==> config.mk <==
export PLATFORM = sky130hd
export DESIGN_NAME = dab_param_sequencer
export DESIGN_NICKNAME = d
export VERILOG_FILES = /design/src/rtl/dab_param_sequencer.sv
export SDC_FILE = /design/constraint.sdc
export NUM_CORES = 1
export LEC_CHECK = 0
export CORE_ASPECT_RATIO = 0.7
export CORE_MARGIN = 1
export CORE_UTILIZATION = 40
export DETAILED_ROUTE_END_ITERATION = 12
export PLACE_DENSITY = 0.71
export RECOVER_POWER = 50
export SYNTH_ARGS = -nofsm -noshare
export SYNTH_HDL_FRONTEND = slang
export SYNTH_SLANG_ARGS = --single-unit
==> constraint.sdc <==
create_clock -name clk -period 8.18 [get_ports clk]
set_input_delay 0.818 -clock clk [delete_from_list [all_inputs] [get_ports clk]]
set_output_delay 0.818 -clock clk [all_outputs]
set_load 0.005 [all_outputs]
==> src/rtl/dab_param_sequencer.sv <==
// dab_param_sequencer: validates host setpoints and sequences t1/t2/phi/fs into a DAB voltage generator
// Ports: clk/rst (async active-low) | cfg_valid/cfg_ready handshake with cfg_t1/cfg_t2/cfg_phi/cfg_fs
//        enable/estop run controls | period_start from the generator | t1/t2/phi/fs_DAB applied values
//        sync start pulse | running (ARM or RUN) | cfg_err sticky rejection flag
module dab_param_sequencer #(
  parameter int PHI_STEP = 4,
  parameter int FS_MIN   = 1000,
  parameter int FS_MAX   = 150000,
  parameter int FS_RST   = 100000
) (
  input  logic               clk,
  input  logic               rst,
  input  logic               cfg_valid,
  output logic               cfg_ready,
  input  logic signed [8:0]  cfg_t1,
  input  logic signed [8:0]  cfg_t2,
  input  logic signed [8:0]  cfg_phi,
  input  logic signed [18:0] cfg_fs,
  input  logic               enable,
  input  logic               estop,
  input  logic               period_start,
  output logic signed [8:0]  t1,
  output logic signed [8:0]  t2,
  output logic signed [8:0]  phi,
  output logic signed [18:0] fs_DAB,
  output logic               sync,
  output logic               running,
  output logic               cfg_err
);
  typedef enum logic [1:0] {IDLE, ARM, RUN, STOP} state_t;
  localparam logic signed [9:0] STEP = 10'(PHI_STEP);
  state_t state;
  logic signed [8:0] act_t1, act_t2, phi_target, ramp, stg_t1, stg_t2, stg_phi;
  logic signed [18:0] stg_fs;
  logic alive, loaded, pending, zeroed, cfg_ok, xfer, stopping, show;
  logic signed [9:0] tgt, diff, step, ramp_nxt;
  always_comb begin
    cfg_ok = !cfg_t1[8] && !cfg_t2[8] && cfg_phi != 9'h100 &&
             int'(cfg_fs) >= FS_MIN && int'(cfg_fs) <= FS_MAX;
    stopping = state == RUN && (!enable || estop);
    // alive holds ready low for the first edge after reset release
    cfg_ready = alive && (state == IDLE || (state == RUN && !pending && !stopping));
    xfer = cfg_valid && cfg_ready;
    // a pending target is applied before the ramp step on the same period_start
    tgt = pending ? stg_phi : phi_target;
    diff = tgt - ramp;
    step = diff > STEP ? STEP : diff < -STEP ? -STEP : diff;
    ramp_nxt = ramp + step;
    // a graceful stop keeps driving the last values until the next period boundary
    show = state == ARM || state == RUN || (state == STOP && !zeroed);
    t1 = show ? act_t1 : '0;
    t2 = show ? act_t2 : '0;
    phi = show ? ramp : '0;
    running = state == ARM || state == RUN;
    sync = state == ARM;
  end
  always_ff @(posedge clk or negedge rst) begin
    if (!rst) begin
      state <= IDLE;
      act_t1 <= '0;
      act_t2 <= '0;
      fs_DAB <= 19'(FS_RST);
      phi_target <= '0;
      ramp <= '0;
      stg_t1 <= '0;
      stg_t2 <= '0;
      stg_phi <= '0;
      stg_fs <= '0;
      alive <= 1'b0;
      loaded <= 1'b0;
      pending <= 1'b0;
      zeroed <= 1'b1;
      cfg_err <= 1'b0;
    end else begin
      alive <= 1'b1;
      if (xfer && !cfg_ok) cfg_err <= 1'b1;
      if (xfer && cfg_ok) begin
        cfg_err <= 1'b0;
        loaded <= 1'b1;
        if (state == IDLE) begin
          act_t1 <= cfg_t1;
          act_t2 <= cfg_t2;
          fs_DAB <= cfg_fs;
          phi_target <= cfg_phi;
        end else begin
          stg_t1 <= cfg_t1;
          stg_t2 <= cfg_t2;
          stg_fs <= cfg_fs;
          stg_phi <= cfg_phi;
          pending <= 1'b1;
        end
      end
      case (state)
        IDLE: begin
          if (estop) begin
            state <= STOP;
            zeroed <= 1'b1;
          end else if (enable && loaded) begin
            state <= ARM;
            ramp <= '0;
          end
        end
        ARM: begin
          state <= estop ? STOP : RUN;
          zeroed <= 1'b1;
        end
        RUN: begin
          if (stopping) begin
            state <= STOP;
            zeroed <= estop;
            pending <= 1'b0;
          end else if (period_start) begin
            if (pending) begin
              act_t1 <= stg_t1;
              act_t2 <= stg_t2;
              fs_DAB <= stg_fs;
              phi_target <= stg_phi;
              pending <= 1'b0;
            end
            ramp <= ramp_nxt[8:0];
          end
        end
        STOP: begin
          if (estop || period_start) zeroed <= 1'b1;
          if (zeroed && !enable && !estop) state <= IDLE;
        end
        default: state <= IDLE;
      endcase
    end
  end
endmodule

==> qor.yml, run 1 <==
critical_path:
  worst-path-max-fanout: 13
  crit_family: "compound AO/OA/AOI/OAI gates"
  path_buf_inv: 0
  cp.arrival_ns: 5.30
  regToRegSetupSlack_ns: 3.14
  cp-end-kind: "flip-flop"
  crit_path_cell_trace: "mux2_2 > ha_1 > or2_2 > o21ai_0 > a21oi_1 > a31oi_1 > nor2_1 > a31oi_1 > nor2_1 > ha_1 > fa_1 > a21oi_1 > o211ai_1 > o41ai_1 > xor2_1 > nand3_1 > o211ai_1"
  required_ns: 8.44
  cp-start-kind: "flip-flop"
  rr_worst_depth: 17
  critPathKind: "flip-flop to flip-flop"
  crit_path_top_delay_cell: "dfrtp_1"
  cpPeakStageDelay_ns: 0.69
  reg2reg_to: "ramp[8]"
  r2r_start: "pending"
timing:
  whs_ns: 0.482
  fin_crit_ns: 5.04
  fmax_ghz: 0.199
  relSlewSlack_pct: 9.17
  finalHoldViolCount: 0
  maxSlewViolCount: 0
  setup_tns_ns: 0
  setup_slack_ns: 3.14
  finalSetupViolCount: 0
  clock_skew_ns: 0.00969
  rsz0062_at_grt: "false"
  worst_slew_pin_slew_ns: 1.36
  finalCritPeriodShare_pct: 61.6
cells_and_area:
  layout-drive-gt1-share_pct: 9.01
  reg.largest.list: "fs_DAB (19), stg_fs (19)"
  num_antenna_cells: 0
  fin_nets: 727
  area_delta_synth_final_pct: 22.7
  design_area_mm2: 0.00729
min_path:
  hold_depth: 2
  worstHoldPathType: "flip-flop to flip-flop"
  min_from: "stg_t2[4]"
  hold_end: "act_t2[4]"
routing:
  drc_errors: 0
  wl_per_cell_um: 17.1
  vias: 4498
  viasPerCell: 5.32
  drt_first_pass_iters: 5
  drtIter0Drc: 239
  ant_nets: 0
  wl_um: 14500
clocking:
  cts_buffer_depth: 2
  cts.sinks: 108
  cts_buffers: 9
  root_buffer: "clkbuf_16"
  clk_pin_slew_ns: 0.07
  cts_hold_buf: 0
  cts_tree: "yes"
  cts.htree.levels: 3
  clk_latency_ns: 0.35
  cts_setup_buffers: 0
  cts.repair.resized: 0
run:
  drv_cap: 0
synthesis:
  ys_async_sr_fraction_pct: 100
  synth_cells: 563
  synth_top_cell_area_share_pct: 42.5
  synth.cell_area_mm2: 0.00594
  synth_area_leaders: "dfrtp_1 (43%), mux2i_1 (7.7%), mux2_1 (4.9%), ha_1 (4.8%), mux2_2 (4.5%)"
  yosysUniqueCellTypes: 61
  avgSynthCellArea_um2: 10.6
  synth_nets: 640
  ys.flop_type: "dfrtp_1"
  yosysTopAreaCell: "dfrtp_1"
  yosysWarningCount: 0
  synth_edf_count: 0
  synth-seq-cells: 108
  yosysSeqAreaShare_pct: 45.6
grt:
  grt.total_usage_pct: 19.9
  grt-ovfl-total: 0
  antenna_found_initial: 0
  grt_max_degree: 90
  grt_pass1_wl_um: 23900
  grt_pass1_vias: 4524
power:
  power.total_mw: 2.04
  switching_share_pct: 38.0
  peakVddDrop_mv: 0.156
  power.density_mw_per_mm2: 280
  power_frac_clock_pct: 20.3
  cell_internal_pwr_mw: 1.27
  p_comb_share_pct: 43.4
  seq_power_share_pct: 36.3
  power.leakage_nw: 3.14
  switchingPower_mw: 0.775
floorplan:
  fp.dieW_um: 148
  initial_core_util_pct: 41.9
  rows: 36
  die-height_um: 104
  boundaryPins: 102
  dieArea_mm2: 0.0154
  coreArea_mm2: 0.0142
placed_design:
  dp_worst_setup_slack_ns: 3.31
  gp_congestion: 0.897
  dp_hpwl_um: 10500
  port_buffers: 101
  place_area_mm2: 0.00702
status:
  outcome: "finished, final reports clean"
==> routing by layer <==
metal | track usage [%] | up-vias | share of wire (%)
li1 | - | 2165 | -
met1 | 29.4 | 2197 | 50
met2 | 29.4 | 122 | 44
met3 | 3.95 | 14 | 4.6
met4 | 5.30 | 0 | 1.1
met5 | 0 | - | 0
==> power by group through the flow <==
stage / Clock [mW] / Combinational, mW / Sequential, mW
global route: 0.449 / 0.980 / 0.759
CTS: 0.431 / 0.890 / 0.742
global placement: 0 / 0.859 / 0.742
finish: 0.414 / 0.887 / 0.742
floorplan: 0 / 0.591 / 0.726
detailed placement: 0 / 0.885 / 0.752
==> synthesized netlist by cell type, drive strengths merged, types with 2 or more instances <==
| cell type | number |
|---|---|
| xor2 | 4 |
| nor3 | 5 |
| o21a | 2 |
| dfrtp | 101 |
| or3 | 10 |
| a21boi | 2 |
| xnor2 | 8 |
| a31oi | 10 |
| nand2 | 68 |
| buf | 13 |
| nand3b | 2 |
| nand4 | 3 |
| o21ai | 61 |
| nor2 | 29 |
| o2111ai | 2 |
| fa | 2 |
| o31ai | 3 |
| clkbuf | 16 |
| nand3 | 6 |
| a21oi | 14 |
| ha | 23 |
| nor4 | 4 |
| nor2b | 25 |
| o211ai | 3 |
| a21o | 2 |
| nand2b | 4 |
| mux2 | 50 |
| a22o | 2 |
| o211a | 2 |
| dfstp | 7 |
| inv | 16 |
| mux2i | 46 |
| o41ai | 2 |
==> cells in the final DEF, fill, tap and decap left out, types with 2 or more instances in the layout <==
master,synthesis,routed
a21o_1,2,2
a21oi_1,13,12
a21oi_2,1,2
a22o_1,2,2
a31oi_1,10,10
buf_4,1,4
clkbuf_1,16,2
clkbuf_16,0,9
clkdlybuf4s50_1,0,78
clkinvlp_4,0,2
dfrtp_1,101,101
dfstp_2,7,7
dlygate4sd3_1,0,22
fa_1,2,2
ha_1,23,23
inv_1,14,14
inv_2,2,2
mux2_1,26,26
mux2_2,24,24
mux2i_1,46,46
nand2_1,68,68
nand2b_1,4,4
nand3_1,6,6
nand3b_1,2,2
nand4_1,3,3
nor2_1,27,27
nor2b_1,25,25
nor3_1,5,5
nor4_1,3,3
o2111ai_1,2,2
o211a_1,2,2
o211ai_1,3,3
o21a_1,2,2
o21ai_0,17,17
o21ai_1,44,44
o31ai_1,3,3
o41ai_1,2,2
or3_1,10,10
xnor2_1,8,8
xor2_1,4,4
==> worst reg2reg max path, cell delays in order, from the launching register on <==
cell	delay (ns)
dfrtp_1	0.69
mux2_2	0.41
ha_1	0.28
or2_2	0.34
o21ai_0	0.30
a21oi_1	0.25
a31oi_1	0.41
nor2_1	0.13
a31oi_1	0.28
nor2_1	0.09
ha_1	0.22
fa_1	0.40
a21oi_1	0.22
o211ai_1	0.15
o41ai_1	0.36
xor2_1	0.22
nand3_1	0.09
o211ai_1	0.12
==> logic make-up after synthesis <==
logic type / share of synthesized area (%)
and+or+nand+nor: 13.8
DFF: 45.6
muxes: 17.2
adders and majority gates: 5.52
AOI/OAI and AO/OA: 11.3
buffers and inverters: 4.67
xor gates and xnor gates: 1.77
other: 0.0631
==> worst max-delay path by stage <==
stage          startpoint  endpoint  depth (start not counted)  slack [ns]
2_1_floorplan     pending   ramp[8]                         19        3.83
3_5_place_dp      pending   ramp[8]                         17        3.31
4_1_cts           pending   ramp[8]                         17        3.28
5_1_grt           pending   ramp[8]                         17        2.92
3_3_place_gp      pending   ramp[8]                         17        3.55
6_report          pending   ramp[8]                         17        3.14
==> layout make-up <==
cell class                      instances  area [µm²]
Fill cell                            1304        6900
Tap cell                              190         238
Clock buffer                           10         229
Clock inverter                          6        48.8
Sequential cell                       108        2710
Multi-Input combinational cell        410        2970
Inverter                               16        60.1
Timing Repair Buffer                  105        1030
==> through the flow <==
stage               utilization [%]  std cells
finish                         51.4        845
global route                   51.4        845
CTS                            51.4        845
detailed placement             49.5        829
global placement               49.5        829
floorplan                         -        563
No activity file was read; power rests on OpenSTA's default activity.
==> inputs of run 2 (changes only) <==
--- a/config.mk
+++ b/config.mk
@@ -9,7 +9,7 @@
 export CORE_MARGIN = 1
 export CORE_UTILIZATION = 40
 export DETAILED_ROUTE_END_ITERATION = 12
-export PLACE_DENSITY = 0.71
+export PLACE_DENSITY = 0.74
 export RECOVER_POWER = 50
 export SYNTH_ARGS = -nofsm -noshare
 export SYNTH_HDL_FRONTEND = slang
==> constraint.sdc (replaced) <==
create_clock -name clk -period 4 [get_ports clk]
set_input_delay 0.4 -clock clk [delete_from_list [all_inputs] [get_ports clk]]
set_output_delay 0.4 -clock clk [all_outputs]
set_load 0.005 [all_outputs]
==> run 2 against run 1 <==
  * The flow now finishes with violations (max-capacitance violations, max-slew violations)
  * Die area unchanged
  * Combinational power increased by 140%
  * Largest power group unchanged
  * Hold slack got worse by 0.0050 ns
  * Non-clock buffer count increased by 23
  * Critical path type unchanged
==> qor.yml, run 2 (synthesis gave the netlist of run 1 again) <==
status:
  outcome: "finished with violations"
  violations: "max-capacitance violations, max-slew violations"
floorplan:
  initial_core_util_pct: 41.9
  boundaryPins: 102
  rows: 36
  coreArea_mm2: 0.0142
  die-height_um: 104
  fp.dieW_um: 148
  dieArea_mm2: 0.0154
min_path:
  worstHoldPathType: "flip-flop to flip-flop"
  hold_depth: 2
timing:
  clock_skew_ns: 0.0107
  fmax_ghz: 0.251
  rsz0062_at_grt: "true"
  finalSetupViolCount: 0
  worst_slew_pin_slew_ns: 2.67
  maxSlewViolCount: 49
  setup_slack_ns: 0.0212
  finalHoldViolCount: 0
  relSlewSlack_pct: -77.9
  finalCritPeriodShare_pct: 99.5
  fin_crit_ns: 3.98
clocking:
  cts.htree.levels: 3
  clk_pin_slew_ns: 0.08
  cts_buffers: 9
  cts_buffer_depth: 2
  clk_latency_ns: 0.35
  root_buffer: "clkbuf_16"
  cts_tree: "yes"
  cts.sinks: 108
critical_path:
  crit_path_cell_trace: "mux2_2 > ha_4 > nor2b_2 > o2111ai_2 > a31oi_1 > or3_1 > and4_1 > a31oi_2 > nor2_1 > ha_2 > fa_2 > a21oi_2 > o211ai_1 > o41ai_2 > xor2_1 > nand3_1 > o211ai_1"
  cp.arrival_ns: 4.24
  cp_num_cells: 17
  cpPeakStageDelay_ns: 0.51
  critPathKind: "flip-flop to flip-flop"
  crit_family: "compound AO/OA/AOI/OAI gates"
  cp-end-kind: "flip-flop"
  rr_worst_depth: 17
  required_ns: 4.26
  path_buf_inv: 0
  path_common_cell: "o211ai_1"
  cp-start-kind: "flip-flop"
  crit_path_top_delay_cell: "dfrtp_2"
  worst-path-max-fanout: 7
grt:
  grt-ovfl-total: 0
  grt_pass1_wl_um: 23900
  grt.total_usage_pct: 19.7
  grt_pass1_vias: 4721
  grt_max_degree: 90
  antenna_found_initial: 0
power:
  power.density_mw_per_mm2: 589
  peakVddDrop_mv: 0.468
  power.leakage_nw: 3.28
routing:
  viasPerCell: 5.29
  wl_per_cell_um: 16.7
  wl_um: 14500
  drtIter0Drc: 190
  ant_nets: 0
  drc_errors: 0
  drt_first_pass_iters: 5
  vias: 4596
cells_and_area:
  layout-drive-gt1-share_pct: 15.5
  mostFrequentLayoutCell: "dfrtp_1"
  num_antenna_cells: 0
  fin_nets: 750
  final_cell_mix: "dfrtp_1 (100), clkdlybuf4s50_1 (82), nand2_1 (68)"
  final_util_pct: 54.0
  reg.largest.list: "fs_DAB (19), stg_fs (19)"
  area_delta_synth_final_pct: 28.8
placed_design:
  port_buffers: 101
  dp_worst_setup_slack_ns: -0.191
  dp_hpwl_um: 10400
  gp_congestion: 0.860
run:
  drv_cap: 1
[run 2: cell type report]
cell class                      instances  area [µm²]
Multi-Input combinational cell        410        3140
Clock inverter                          5        46.3
Fill cell                            1274        6530
Clock buffer                           11         243
Tap cell                              190         238
Timing Repair Buffer                  128        1220
Inverter                               16        60.1
Sequential cell                       108        2710
[run 2: worst paths after layout]
check,from,end,slack [ns]
worst max-delay path,pending,ramp[8],0.02
worst max register to register,pending,ramp[8],0.02
worst min register to register,stg_t1[4],act_t1[4],0.48
worst min-delay path,stg_t1[4],act_t1[4],0.48
max in group asynchronous,rst,pending,1.15
min in group asynchronous,rst,stg_phi[6],0.88
[run 2: per-layer routing]
| layer | up-vias | track usage, % | part of all wire [%] |
|---|---|---|---|
| li1 | 2210 | - | - |
| met1 | 2229 | 28.1 | 49 |
| met2 | 134 | 29.1 | 44 |
| met3 | 23 | 3.64 | 5.2 |
| met4 | 0 | 8.69 | 2.6 |
| met5 | - | 0 | 0 |
[run 2: what timing repair did]
| item | 4_1_cts | 5_1_grt |
|---|---|---|
| endpoints found under the setup margin | 4 | 5 |
| pin swaps | 10 | 2 |
| hold buffers | 0 | 0 |
| resized for setup | 20 | 10 |
| buffers inserted | 2 | 1 |
| endpoints found under the hold margin | 0 | 0 |
[run 2: through the flow]
step	area (µm²)	setup TNS (ns)	hold slack (ns)	power (mW)	std cells
after floorplan	5970	0	0.104	2.71	563
after global routing	7650	-0.568	0.508	4.81	868
final	7650	0	0.477	4.51	868
after detailed placement	7200	-0.584	0.454	3.44	849
after CTS	7600	-0.0288	0.0755	4.45	867
after global placement	7200	-0.254	0.445	3.38	849
[run 2: worst reg2reg max path: cells and delay by family (launching register included)]
kind | cells | cell delay [ns]
xor gates and xnor gates | 1 | 0.22
adders and majority gates | 3 | 0.77
and+or+nand+nor | 5 | 0.91
muxes | 1 | 0.40
DFF | 1 | 0.51
AOI/OAI and AO/OA | 7 | 1.11
[run 2: report_power, final]
group | internal [mW] | switching, mW | leakage [nW]
combinational | 0.990 | 1.13 | 1.69
clock | 0.451 | 0.420 | 0.142
sequential | 1.35 | 0.166 | 1.44
